$ cat src/rtl/cfg_loader_if.sv
// Host-to-loader configuration word stream (valid/ready).
// Ports: s_valid/s_data driven by the host (master); s_ready driven by the loader (slave).
// s_data[HALF_W-1:0] carries bank A bits, s_data[2*HALF_W-1:HALF_W] carries bank B bits.
interface cfg_loader_if #(
  parameter int HALF_W = 8
) ();
  logic                  s_valid;
  logic                  s_ready;
  logic [2*HALF_W-1:0]   s_data;

  modport master (output s_valid, output s_data, input s_ready);
  modport slave  (input s_valid, input s_data, output s_ready);
endinterface

$ cat src/rtl/cfg_loader.sv
// Bitstream loader: serializes host words MSB-first onto the two CRAM config chains
// (bank A, bank B), counting exactly CHAIN_LEN bits per bank before releasing the fabric.
// Ports: clk, rst (async, active-high), start, abort, s (word stream, slave side),
// config_en, shift_en, config_data_A/B (chain drive), busy, done, bits_shifted (status).
module cfg_loader #(
  parameter int HALF_W    = 8,
  parameter int CHAIN_LEN = 240,
  parameter int CNT_W     = $clog2(CHAIN_LEN + 1)
) (
  input  logic             clk,
  input  logic             rst,
  input  logic             start,
  input  logic             abort,
  cfg_loader_if.slave      s,
  output logic             config_en,
  output logic             shift_en,
  output logic             config_data_A,
  output logic             config_data_B,
  output logic             busy,
  output logic             done,
  output logic [CNT_W-1:0] bits_shifted
);

  localparam int WB_W = $clog2(HALF_W + 1);
  localparam logic [CNT_W-1:0] LP_LAST_BIT = CNT_W'(CHAIN_LEN - 1);
  localparam logic [WB_W-1:0]  LP_LAST_WB  = WB_W'(HALF_W - 1);

  typedef enum logic [1:0] {
    ST_IDLE  = 2'd0,
    ST_WAIT  = 2'd1,
    ST_SHIFT = 2'd2,
    ST_DONE  = 2'd3
  } state_t;

  state_t            r_state;
  state_t            w_state_nxt;
  logic [HALF_W-1:0] r_sh_a;
  logic [HALF_W-1:0] r_sh_b;
  logic [WB_W-1:0]   r_wcnt;
  logic [CNT_W-1:0]  r_bits;
  logic              w_last_bit;
  logic              w_word_end;

  // Both tests look at the counters before this edge's increment, i.e. they ask
  // "is the bit being presented right now the last one (of the chain / of the word)".
  assign w_last_bit = (r_bits == LP_LAST_BIT);
  assign w_word_end = (r_wcnt == LP_LAST_WB);

  always_ff @(posedge clk or posedge rst) begin
    if (rst) begin
      r_state <= ST_IDLE;
    end else begin
      r_state <= w_state_nxt;
    end
  end

  always_comb begin
    w_state_nxt = r_state;
    case (r_state)
      ST_IDLE:  if (start) w_state_nxt = ST_WAIT;
      ST_WAIT:  if (s.s_valid) w_state_nxt = ST_SHIFT;
      // Chain-length check comes first so a partial final word is cut short.
      ST_SHIFT: begin
        if (w_last_bit)      w_state_nxt = ST_DONE;
        else if (w_word_end) w_state_nxt = ST_WAIT;
      end
      ST_DONE:  if (start) w_state_nxt = ST_WAIT;
      default:  w_state_nxt = ST_IDLE;
    endcase
    // Abort overrides start and any handshake in the same cycle.
    if (abort) w_state_nxt = ST_IDLE;
  end

  always_ff @(posedge clk or posedge rst) begin
    if (rst) begin
      r_sh_a <= '0;
      r_sh_b <= '0;
      r_wcnt <= '0;
      r_bits <= '0;
    end else if (abort) begin
      // Shift registers are left alone; the chains keep whatever was shifted.
      r_wcnt <= '0;
      r_bits <= '0;
    end else begin
      case (r_state)
        ST_IDLE, ST_DONE: begin
          if (start) begin
            r_wcnt <= '0;
            r_bits <= '0;
          end
        end
        ST_WAIT: begin
          if (s.s_valid) begin
            r_sh_a <= s.s_data[HALF_W-1:0];
            r_sh_b <= s.s_data[2*HALF_W-1:HALF_W];
            r_wcnt <= '0;
          end
        end
        ST_SHIFT: begin
          r_sh_a <= r_sh_a << 1;
          r_sh_b <= r_sh_b << 1;
          r_wcnt <= r_wcnt + WB_W'(1);
          r_bits <= r_bits + CNT_W'(1);
        end
        default: ;
      endcase
    end
  end

  // Outputs are a pure decode of registered state.
  always_comb begin
    config_en     = (r_state == ST_WAIT) || (r_state == ST_SHIFT);
    busy          = config_en;
    s.s_ready     = (r_state == ST_WAIT);
    shift_en      = (r_state == ST_SHIFT);
    config_data_A = (r_state == ST_SHIFT) && r_sh_a[HALF_W-1];
    config_data_B = (r_state == ST_SHIFT) && r_sh_b[HALF_W-1];
    done          = (r_state == ST_DONE);
    bits_shifted  = r_bits;
  end

endmodule

$ cat src/flat_wrapper.sv
// flat-port wrapper written by rule: the top's interface ports become plain ports
module cfg_loader_flat 
#(
  parameter int HALF_W    = 8,
  parameter int CHAIN_LEN = 240,
  parameter int CNT_W     = $clog2(CHAIN_LEN + 1)
)
  (clk, rst, start, abort, config_en, shift_en, config_data_A, config_data_B, busy, done, bits_shifted, s_s_valid, s_s_data, s_s_ready);
  cfg_loader_if #(.HALF_W(HALF_W)) s_i ();
  input  logic clk;
  input  logic rst;
  input  logic start;
  input  logic abort;
  output logic config_en;
  output logic shift_en;
  output logic config_data_A;
  output logic config_data_B;
  output logic busy;
  output logic done;
  output logic [CNT_W-1:0] bits_shifted;
  input wire logic [$bits(s_i.s_valid)-1:0] s_s_valid;
  input wire logic [$bits(s_i.s_data)-1:0] s_s_data;
  output wire logic [$bits(s_i.s_ready)-1:0] s_s_ready;
  assign s_i.s_valid = s_s_valid;
  assign s_i.s_data = s_s_data;
  assign s_s_ready = s_i.s_ready;
  cfg_loader #(.HALF_W(HALF_W), .CHAIN_LEN(CHAIN_LEN), .CNT_W(CNT_W)) u_core (.clk(clk), .rst(rst), .start(start), .abort(abort), .s(s_i), .config_en(config_en), .shift_en(shift_en), .config_data_A(config_data_A), .config_data_B(config_data_B), .busy(busy), .done(done), .bits_shifted(bits_shifted));
endmodule
$ cat config.mk
export PLATFORM = sky130hd
export DESIGN_NAME = cfg_loader_flat
export DESIGN_NICKNAME = d
export VERILOG_FILES = /design/src/rtl/cfg_loader_if.sv /design/src/rtl/cfg_loader.sv /design/src/flat_wrapper.sv
export SDC_FILE = /design/constraint.sdc
export NUM_CORES = 1
export LEC_CHECK = 0
export CORE_UTILIZATION = 45
export CTS_BUF_LIST = sky130_fd_sc_hd__clkbuf_8
export CTS_CLUSTER_DIAMETER = 100
export DETAILED_ROUTE_END_ITERATION = 12
export PLACE_DENSITY = 0.69
export REMOVE_ABC_BUFFERS = 1
export SYNTH_ARGS = -nofsm -noshare
export SYNTH_HDL_FRONTEND = slang
export SYNTH_SLANG_ARGS = --single-unit
$ cat constraint.sdc
create_clock -name clk -period 2.7 [get_ports clk]
set_input_delay 0.54 -clock clk [delete_from_list [all_inputs] [get_ports clk]]
set_output_delay 0.54 -clock clk [all_outputs]
set_load 0.02 [all_outputs]
# [Yosys cells after proc, flatten, opt, wreduce, memory -nomap -nowiden]
# Index checks and enable logic that the tools add are counted.
[word_totals] in_bits=21 output_inout_bits=15 register_bits=30 elab_cells=45
[classes] n_reduce_logical=11 addsub=2 eq_ne=9 bitwise=1 muxes=17
[ops] operator="$pmux 8 s2" n=3
[ops] operator="$mux 8" n=4
[ops] operator="$mux 4" n=3
[ops] operator="$pmux 4 s3" n=1
[ops] operator="$mux 2" n=5
[ops] operator="$add 8x1->8 const B" n=1
[ops] operator="$eq 8x8->1 const B" n=1
[ops] operator="$pmux 2 s3" n=1
[ops] operator="$reduce_and 3->1" n=2
[ops] operator="$add 4x1->4 const B" n=1
[ops] operator="$eq 2x2->1 const B" n=2
[ops] operator="$eq 4x3->1 const B" n=1
[ops] operator="$ne 4x2->1 const B" n=1
[ops] operator="$reduce_and 2->1" n=2
[ops] operator="$ne 3x1->1 const B" n=1
[ops] operator="$ne 3x3->1 const B" n=1
[ops] operator="$reduce_bool 3->1" n=1
[ops] operator="$eq 2x1->1 const B" n=1
[ops] operator="$logic_and 1x1->1" n=2
[ops] operator="$logic_not 2->1" n=1
[ops] operator="$ne 2x2->1 const B" n=1
[ops] operator="$reduce_bool 2->1" n=1
[ops] operator="$reduce_or 2->1" n=1
[ops] operator="$logic_or 1x1->1" n=1
[ops] operator="$not 1->1" n=1

# [Depth between registers and ports, before layout]
# Gate-level depths: netlist of run 1.
[depth] ltp_word=5 depth_mapped=8

# [Worst setup path after synthesis of run 1]
# No wires, ideal clock.
[synth_path] path_type="reg-to-output" from="register u_core.r_state[0]" to="output port config_data_A" slack_ps=725 stages_incl_launch_ff=6 t_required_ps=2160 arrival_ps=1435 cell_sequence="dfrtp_1 inv_1 ha_1 buf_2 buf_2 and2_1"
[synth_between] elab_chain_cells=2
[synth_lines] element="start: declaration" line="cfg_loader.sv:35" source="state_t r_state;"
[synth_lines] element="start signal: assignment" line="cfg_loader.sv:53" source="r_state <= w_state_nxt;"
[synth_lines] element="$eq 2x2->1"
[synth_lines] element="via shift_en" line="flat_wrapper.sv:15" source="output logic shift_en;"
[synth_lines] element="$logic_and 1x1->1" line="cfg_loader.sv:116" source="config_data_A = (r_state == ST_SHIFT) && r_sh_a[HALF_W-1];"
[synth_lines] element="end: declaration" line="flat_wrapper.sv:16" source="output logic config_data_A;"
# The timed path passes the listed nets, and every way through them passes these cells.

# [Final worst setup path of run 1]
[layout_path] from="register u_core.r_state[0]" to="output port config_en"
[layout_between] elab_chain_cells=2
[layout_lines] element="$eq 2x1->1 / $eq 2x2->1 (equally long branches)" line="cfg_loader.sv:112" source="config_en = (r_state == ST_WAIT) || (r_state == ST_SHIFT);"
[layout_lines] element="$logic_or 1x1->1 (*)" line="cfg_loader.sv:112"
[layout_lines] element="end: declaration" line="flat_wrapper.sv:14" source="output logic config_en;"
# Mark *: on every way between the ends. The rest lies on a longest branch, timed or not.

==> summary.txt, run 1 <==
Outcome
  – Status: complete, no violations

Layout
  – ANT cells: 0
  – Post-layout nets: 229
  – Layout area overhead: 26.0%
  – Fraction of layout cells with a size suffix above 1: 0.158

Power and ir drop
  – Cell Pwr Density: 902 nW/µm²
  – Tot Pwr: 1940 µW
  – Net Switching: 766 µW
  – Clk network pwr share: 0.173
  – Sequential share of power: 0.343
  – P_int: 1180 µW
  – LEAKAGE: 0.000963 µW
  – Sw Share: 0.394
  – Logic pwr share: 0.484
  – VDD IR max: 0.389 mV

Detailed routing
  – DRT iter0 DRCs: 20
  – # DRC: 0
  – DRT antenna net count: 0
  – DRT Pass-1 Iters: 4
  – Vias: 1275
  – Avg WL per Cell: 12.5 µm
  – Via/cell ratio: 5.10
  – Routed wire length: 3.12 mm

CTS
  – Hold Buf Count CTS: 0
  – CTS Buf Count: 5
  – Clock root buffer: clkbuf_8
  – Clock Latency Late Sink: 0.28 ns
  – Post-CTS resize count: 0
  – CTS H-tree depth: 2
  – Clk sinks: 30
  – Post-CTS Setup Inserts: 0
  – Clk slew on worst S/H paths: 0.06 ns
  – Longest Clk Path Bufs: 2
  – CTS tree: yes

STA
  – RSZ-0062 raised after global routing: false
  – Final hold violations: 0
  – Clock Skews: 0.00817 ns
  – Slew Viols, Final: 0
  – Tightest Pin Transition: 0.489 ns
  – Setup TNS: 0 ns
  – Maximum clock rate: 417 MHz
  – Final setup fails: 0
  – Period utilization: 0.888
  – Headroom to the max-slew limit: 0.673
  – Tmin final: 2.40 ns

Floorplan
  – Ports: 36
  – Die width: 63.6 µm
  – Die area: 4050 µm²
  – Die Ht: 63.6 µm
  – Starting Density: 0.467
  – Row cnt: 22
  – CORE AREA: 3660 µm²

Synthesis
  – Flops & latches, synth: 30
  – Syn. warnings: 0
  – Synth Area in Compound Gates: 0.157
  – Leading area contributor after synthesis: dfrtp_1
  – Synth Area per Inst: 10.4 µm²
  – Synth top cells by count: dfrtp_1, nand2_1, mux2i_1, o21ai_2, nor2_1
  – Post-Synth Simple-Gate Area: 0.182
  – Mux cell area share after synthesis: 0.0886
  – Post-Synth Adder-Cell Area: 0.0439
  – Top cells by area, synth: dfrtp_1, mux2i_1, o21ai_2
  – Synth Instances: 165
  – Most frequent cell after synthesis: dfrtp_1
  – Mapped cell area: 1710 µm²
  – Main combinational cell family by area after synthesis: simple AND/OR/NAND/NOR gates
  – Ys async rst share: 1.00
  – Yosys top cell area share: 0.439
  – Top_reg_cell synth: dfrtp_1
  – Register area share after synthesis: 0.439
  – Post-synth EDFFs: 0
  – Xor/xnor share of the synthesized area: 0.0307
  – Cell variety after synth: 38

Setup path
  – Worst path bufs/invs: 3
  – Top cell family by delay on the critical path: buffers and inverters
  – Worst EP arrival: 1.86 ns
  – Crit path top cell by count: inv_1
  – CP required: 2.16 ns
  – Crit Path Max Fanout: 6
  – CP max stage delay: 0.59 ns
  – Crit-path cells: inv_1 -> ha_1 -> inv_1 -> clkdlybuf4s50_1
  – Setup crit end kind: output pin
  – CP max-delay cell: clkdlybuf4s50_1
  – Critical Path Source Type: register
  – Crit Path Category: register to output pin

Worst hold path
  – Hold crit path type: register to register

Global route
  – Total global routing overflow: 0
  – Largest net degree at the start of global routing: 34
  – Antenna violations before repair: 0
  – All-Layer GR Usage: 0.175
  – Vias in the first global route: 1221
  – First-pass GRT wire length: 5.35 mm

Place
  – Port buffer count: 35
  – DP Wirelength: 2.30 mm
  – Gp weighted congestion: 0.811

Job
  – Max cap viols: 0
==> layer usage <==
metal / global-route usage / part of all wire / wire, µm / up-vias
li1: - / - / - / 648
met1: 0.211 / 0.46 / 1430 / 593
met2: 0.286 / 0.48 / 1480 / 30
met3: 0.0634 / 0.051 / 158 / 4
met4: 0.0597 / 0.013 / 39 / 0
met5: 0 / 0 / 0 / -
==> registers in the layout (all words and copies together) (netlist names) <==
signal	cells
u_core.r_wcnt	4
u_core.bits_shifted	8
u_core.r_sh_a	8
u_core.r_sh_b	8
u_core.r_state	2
==> logic make-up after synthesis <==
| family | after synthesis |
|---|---|
| AND/OR/NAND/NOR | 58 |
| AO/OA/AOI/OAI | 35 |
| flip-flops | 30 |
| buffers and inverters | 15 |
| multiplexers | 15 |
| XOR/XNOR | 6 |
| adder cells (fa/ha/maj) | 6 |
==> path summary, 6_finish.rpt <==
kind                                   start                     end  slack, ns  cells after the start
max reg2reg                u_core.r_state[0]  u_core.bits_shifted[3]       0.70                      7
min reg2reg                 u_core.r_sh_b[7]        u_core.r_sh_b[7]       0.47                      2
min                         u_core.r_sh_b[7]        u_core.r_sh_b[7]       0.47                      2
max in group asynchronous                rst        u_core.r_sh_a[4]       1.79                      3
min in group asynchronous                rst        u_core.r_sh_a[1]       0.62                      3
max                        u_core.r_state[0]               config_en       0.30                      4
==> cell type report <==
class                   instances  area [µm²]
inverters                       5        18.8
fillers                       343        1510
well taps                      48        60.1
flip-flops and latches         30         751
repair buffers                 40         388
multi-input cells             120         857
clock buffers                   5        68.8
clock inverters                 2        10.0
==> cell usage in the layout (no fill, tap or decap), drive strengths merged, types with 2 or more instances in the layout <==
cell type,instances
o2111ai,3
ha,6
o21ai,20
mux2i,14
inv,5
nor2b,3
and3,2
and2,3
nor3,2
dfrtp,30
xor2,6
clkinv,2
buf,5
nand2,23
clkdlybuf4s50,35
nand2b,4
nand4b,3
clkbuf,5
a21oi,5
nor2,13
==> per-stage QoR <==
stage / std cells / utilization / hold slack, ns / instance area [µm²] / worst slack, ns
floorplan: 155 / - / 0.443 / 1630 / 0.428
finish: 250 / 0.588 / 0.468 / 2150 / 0.303
detailed placement: 243 / 0.567 / 0.458 / 2070 / 0.603
global route: 250 / 0.588 / 0.506 / 2150 / 0.208
global placement: 243 / 0.567 / 0.455 / 2070 / 0.643
CTS: 250 / 0.588 / 0.473 / 2150 / 0.285
==> power groups by stage <==
stage	clock [µW]	sequential (µW)	combinational (µW)
floorplan	0	658	678
global placement	0	668	929
detailed placement	0	675	951
CTS	353	667	957
global route	372	685	1040
finish	336	666	940
==> worst reg2reg max path: stages, from the launching register on <==
cell and delay, ns:
dfrtp_1 0.43, inv_1 0.08, ha_1 0.27, buf_4 0.25, mux2_2 0.35, o2111ai_1 0.25, xor2_1 0.19, nor2_1 0.05
Note: power is estimated with default switching activity, not from simulation.
==> run 2, diff against run 1 <==
- PLACE_DENSITY: 0.69 -> 0.82
==> summary.txt, run 2 (synthesis gave the netlist of run 1 again) <==
Layout
  – Commonest non-fill, non-tap cell in the layout: clkdlybuf4s50_1
  – Layout area overhead: 26.3%
  – Commonest non-fill, non-tap cells in the layout: clkdlybuf4s50_1, dfrtp_1, nand2_1
  – Post-layout util: 0.590 (+0.00137)
  – ANT cells: 0 (unchanged)
  – Fraction of layout cells with a size suffix above 1: 0.153 (-0.00495)
  – Final std cells w/o fill: 250 (unchanged)
  – Post-layout nets: 228 (-0.44%)

Detailed routing
  – DRT Pass-1 Iters: 4 (unchanged)
  – Routed wire length: 3.07 mm (-1.5%)
  – Via/cell ratio: 5.02 (-1.5%)
  – DRT iter0 DRCs: 21 (+5.0%)
  – # DRC: 0 (unchanged)
  – DRT antenna net count: 0 (unchanged)
  – Avg WL per Cell: 12.3 µm (-1.5%)
  – Vias: 1256 (-1.5%)

STA
  – Final setup fails: 0 (unchanged)
  – RSZ-0062 raised after global routing: false
  – Worst Hold Margin: 0.467 ns (-0.00103 ns)
  – Tightest Pin Transition: 0.494 ns (+0.00444 ns)
  – Final hold violations: 0 (unchanged)
  – Period utilization: 0.888 (about the same)
  – Slew Viols, Final: 0 (unchanged)
  – Headroom to the max-slew limit: 0.670 (-0.00297)
  – Clock Skews: 0.00707 ns (-0.00111 ns)
  – Maximum clock rate: 417 MHz (about the same)
  – Tmin final: 2.40 ns (+0.00159 ns)
  – Setup TNS: 0 ns (unchanged)

Floorplan
  – Die width: 63.6 µm (unchanged)
  – Die area: 4050 µm² (unchanged)
  – Die Ht: 63.6 µm (unchanged)
  – Ports: 36 (unchanged)
  – CORE AREA: 3660 µm² (unchanged)
  – Starting Density: 0.467 (unchanged)
  – Row cnt: 22 (unchanged)

Setup path
  – Crit Path Category: register to output pin
  – R2r setup slk: 0.66 ns (-0.04 ns)
  – CP required: 2.16 ns (about the same)
  – Setup crit end kind: output pin
  – R2R depth: 7 (unchanged)
  – Crit Path Max Fanout: 7 (+1)
  – Worst EP arrival: 1.86 ns (about the same)
  – Reg-to-reg startpoint: u_core.r_state[0]
  – Critical Path Source Type: register
  – RR Endpoint: u_core.bits_shifted[2]

Place
  – Port buffer count: 35 (unchanged)
  – Gp weighted congestion: 0.809 (-0.20%)
  – DP Wirelength: 2.13 mm (-7.3%)
  – Placed Instances: 242 (-0.41%)

Power and ir drop
  – Sequential share of power: 0.339 (-0.004)
  – Sw Share: 0.390 (-0.00468)
  – VDD IR max: 0.462 mV (+19%)
  – Tot Pwr: 1960 µW (+1.0%)
  – Net Switching: 764 µW (-0.20%)
  – P_int: 1200 µW (+1.8%)
  – Clk network pwr share: 0.184 (+0.011)
  – Cell Pwr Density: 909 nW/µm² (+0.77%)
  – LEAKAGE: 0.000967 µW (+0.34%)
  – Logic pwr share: 0.477 (-0.007)

Outcome
  – Status: complete, no violations

Worst hold path
  – Hold path endpoint: u_core.r_sh_b[7]
  – Worst hold path cell count: 2 (unchanged)
  – Hold crit path type: register to register
  – Hold path start: u_core.r_sh_b[7]

Global route
  – Vias in the first global route: 1162 (-4.8%)
  – All-Layer GR Usage: 0.177 (+0.00172)
  – Antenna violations before repair: 0 (unchanged)
  – Largest net degree at the start of global routing: 34 (unchanged)
  – First-pass GRT wire length: 5.35 mm (+0.13%)
  – Total global routing overflow: 0 (unchanged)

CTS
  – Clk slew on worst S/H paths: 0.06 ns (about the same)
  – Clock Latency Late Sink: 0.28 ns (about the same)
  – Post-CTS resize count: 0 (unchanged)
  – CTS Buf Count: 5 (unchanged)
  – Post-CTS Setup Inserts: 0 (unchanged)
  – CTS tree: yes
  – Longest Clk Path Bufs: 2 (unchanged)
  – CTS H-tree depth: 2 (unchanged)
  – Clock root buffer: clkbuf_8
  – Hold Buf Count CTS: 0 (unchanged)
  – Clk sinks: 30 (unchanged)

Job
  – Max cap viols: 0 (unchanged)
## run 2: cell types whose count changed in the layout (fill, tap and decap cells not counted)
cell | previous run | this run
buf_4 | 5 | 4
clkbuf_8 | 5 | 6
clkinv_2 | 2 | 1
inv_1 | 5 | 6
## run 2: area by class of cell
cell class | count | area [µm²]
Clock buffer | 6 | 82.6
Inverter | 5 | 18.8
Fill cell | 338 | 1500
Sequential cell | 30 | 751
Timing Repair Buffer | 39 | 380
Clock inverter | 2 | 8.76
Tap cell | 48 | 60.1
Multi-Input combinational cell | 120 | 857
## run 2: power groups by stage
stage | Clock (µW) | Sequential [µW] | Combinational (µW)
2_1_floorplan | 0 | 658 | 678
3_3_place_gp | 0 | 669 | 930
3_5_place_dp | 0 | 674 | 942
4_1_cts | 374 | 667 | 947
5_1_grt | 396 | 688 | 1030
6_report | 361 | 665 | 935
## run 2: stage by stage
stage | worst slack, ns | area [µm²]
after floorplan | 0.428 | 1630
after global placement | 0.620 | 2070
after detailed placement | 0.587 | 2070
after CTS | 0.270 | 2160
after global routing | 0.182 | 2160
final | 0.301 | 2160
## run 2: worst max-delay path, cell delays in order, from the launching register on
cell	delay, ns
dfrtp_1	0.43
inv_1	0.07
ha_1	0.32
and2_1	0.17
clkdlybuf4s50_1	0.59
## run 2: worst max-delay path by stage
stage	slack (ns)	end	depth (start not counted)	from
after floorplan	0.43	config_data_A	3	u_core.r_state[0]
after detailed placement	0.59	config_data_A	4	u_core.r_state[0]
final	0.30	config_data_A	4	u_core.r_state[0]
after global placement	0.62	u_core.r_state[1]	5	start
after global routing	0.18	config_data_A	4	u_core.r_state[0]
after CTS	0.27	config_data_A	4	u_core.r_state[0]
## run 2: layer usage
metal | global-route usage | part of all wire | up-vias
li1 | - | - | 645
met1 | 0.230 | 0.47 | 579
met2 | 0.250 | 0.46 | 28
met3 | 0.0598 | 0.049 | 4
met4 | 0.108 | 0.017 | 0
met5 | 0 | 0 | -
==> run 3, diff against run 2 <==
- CORE_UTILIZATION: 45 -> 30
- PLACE_DENSITY: 0.82 -> 0.62
==> summary.txt, run 3 (synthesis gave the netlist of run 1 again) <==
STA
  – Setup TNS: 0 ns (unchanged)
  – Tightest Pin Transition: 0.458 ns (-0.0360 ns)
  – Slew Viols, Final: 0 (unchanged)
  – Worst Hold Margin: 0.474 ns (+0.00729 ns)
  – Headroom to the max-slew limit: 0.694 (+0.0241)
  – Maximum clock rate: 395 MHz (-5.3%)
  – Tmin final: 2.53 ns (+0.133 ns)
  – Final setup fails: 0 (unchanged)
  – Period utilization: 0.938 (+0.0494)
  – RSZ-0062 raised after global routing: false
  – Clock Skews: 0.00816 ns (+0.00110 ns)
  – Final hold violations: 0 (unchanged)
  – Final WS setup: 0.168 ns (-0.133 ns)

Power and ir drop
  – VDD IR max: 0.440 mV (-4.6%)
  – LEAKAGE: 0.000983 µW (+1.7%)
  – P_int: 1280 µW (+7.2%)
  – Cell Pwr Density: 936 nW/µm² (+2.9%)
  – Sequential share of power: 0.320 (-0.019)
  – Sw Share: 0.384 (-0.00537)
  – Net Switching: 801 µW (+4.8%)
  – Tot Pwr: 2080 µW (+6.2%)
  – Logic pwr share: 0.471 (-0.006)
  – Clk network pwr share: 0.209 (+0.025)

Global route
  – Total global routing overflow: 0 (unchanged)
  – All-Layer GR Usage: 0.130 (-0.0466)
  – Largest net degree at the start of global routing: 34 (unchanged)
  – Vias in the first global route: 1239 (+6.6%)
  – Antenna violations before repair: 0 (unchanged)
  – Met1 Track Usage GR: 0.175 (-0.0544)
  – Met2 usage: 0.182 (-0.0677)
  – First-pass GRT wire length: 5.90 mm (+10%)
  – Most used routing layer: met2
  – Met3 GRT Util: 0.0365 (-0.0233)

Setup path
  – CP max stage delay: 0.60 ns (about the same)
  – Setup crit end kind: output pin
  – R2r setup slk: 0.69 ns (+0.03 ns)
  – Crit Path Max Fanout: 7 (unchanged)
  – Worst EP arrival: 1.99 ns (+0.13 ns)
  – Critical Path End: config_data_A
  – Critical Path Source Type: register
  – R2R depth: 7 (unchanged)
  – CP max-delay cell: clkdlybuf4s50_1
  – Crit path launch: u_core.r_state[0]
  – Crit Path Category: register to output pin
  – Crit-path cells: inv_1 -> ha_1 -> and2_1 -> clkdlybuf4s50_1
  – CP required: 2.16 ns (about the same)
  – RR Endpoint: u_core.bits_shifted[3]
  – Reg-to-reg startpoint: u_core.r_state[0]

CTS
  – Clock root buffer: clkbuf_8
  – Post-CTS Setup Inserts: 0 (unchanged)
  – Longest Clk Path Bufs: 2 (unchanged)
  – Clk sinks: 30 (unchanged)
  – Hold Buf Count CTS: 0 (unchanged)
  – CTS H-tree depth: 2 (unchanged)
  – Clk slew on worst S/H paths: 0.07 ns (about the same)
  – CTS tree: yes
  – CTS Buf Count: 5 (unchanged)
  – Post-CTS resize count: 0 (unchanged)
  – Clock Latency Late Sink: 0.29 ns (about the same)

Layout
  – Commonest non-fill, non-tap cell in the layout: clkdlybuf4s50_1
  – Fillers: 551 (+63%)
  – Post-layout nets: 229 (+0.44%)
  – Fraction of layout cells with a size suffix above 1: 0.163 (+0.00910)
  – Area of the multi-input gates: 857 µm² (unchanged)
  – Layout area overhead: 30.3%
  – Final Instance Area: 2230 µm² (+3.2%)
  – FF/Latch Area: 751 µm² (unchanged)
  – Commonest non-fill, non-tap cells in the layout: clkdlybuf4s50_1, dfrtp_1, nand2_1
  – ANT cells: 0 (unchanged)

Detailed routing
  – DRT antenna net count: 0 (unchanged)
  – DRT Pass-1 Iters: 4 (unchanged)
  – Routed wire length: 3.43 mm (+12%)
  – Vias: 1279 (+1.8%)
  – DRT iter0 DRCs: 66 (+210%)
  – Via/cell ratio: 4.65 (-7.4%)
  – # DRC: 0 (unchanged)
  – Avg WL per Cell: 12.5 µm (+1.5%)

Place
  – Gp weighted congestion: 0.748 (-7.5%)
  – Dpl cell area: 2120 µm² (+2.4%)
  – Port buffer count: 35 (unchanged)
  – Place WS: 0.480 ns (-0.108 ns)
  – DP Wirelength: 2.39 mm (+12%)

Floorplan
  – Die area: 6000 µm² (+48%)
  – Die width: 77.5 µm (+22%)
  – Row cnt: 27 (+23%)
  – Starting Density: 0.310 (-0.156)
  – CORE AREA: 5510 µm² (+50%)
  – Ports: 36 (unchanged)
  – Die Ht: 77.5 µm (+22%)

Job
  – Max cap viols: 0 (unchanged)

Worst hold path
  – Hold crit path type: register to register

Outcome
  – Status: complete, no violations
## run 3: worst min path at each step
stage,startpoint,to,slack [ns],depth (start not counted)
after global placement,u_core.r_sh_b[7],u_core.r_sh_b[7],0.46,2
after detailed placement,u_core.r_sh_b[7],u_core.r_sh_b[7],0.46,2
after global routing,u_core.r_sh_b[5],u_core.r_sh_b[5],0.51,2
after CTS,u_core.r_sh_b[7],u_core.r_sh_b[7],0.47,2
after floorplan,u_core.r_sh_b[7],u_core.r_sh_b[7],0.44,2
final,u_core.r_sh_b[7],u_core.r_sh_b[7],0.47,2
## run 3: power by group through the flow
stage,logic (µW),registers (µW),clock network [µW]
after global placement,983,671,0
after CTS,994,667,450
after detailed placement,988,676,0
after floorplan,678,658,0
after global routing,1090,687,466
final,982,667,435
## run 3: layout make-up
type	count	share of cell area
Multi-Input combinational cell	120	0.385
Sequential cell	30	0.337
Timing Repair Buffer	40	0.180
Clock buffer	8	0.0494
Tap cell	72	0.0404
Inverter	5	0.00843
## run 3: worst max-delay path, delay by kind of cell (launching register included)
| family | cells | cell delay, ns |
|---|---|---|
| flops | 1 | 0.44 |
| fa+ha+maj | 1 | 0.38 |
| buf+inv | 2 | 0.68 |
| simple gates | 1 | 0.20 |
## run 3: per-stage QoR
stage,util,cells
global route,0.404,275
global placement,0.384,267
CTS,0.404,275
finish,0.404,275
floorplan,-,155
detailed placement,0.384,267
## run 3: metal layers
layer	part of all wire	wire [µm]	vias up
li1	-	-	649
met1	0.49	1680	584
met2	0.43	1490	38
met3	0.050	171	8
met4	0.025	87	0
met5	0	0	-
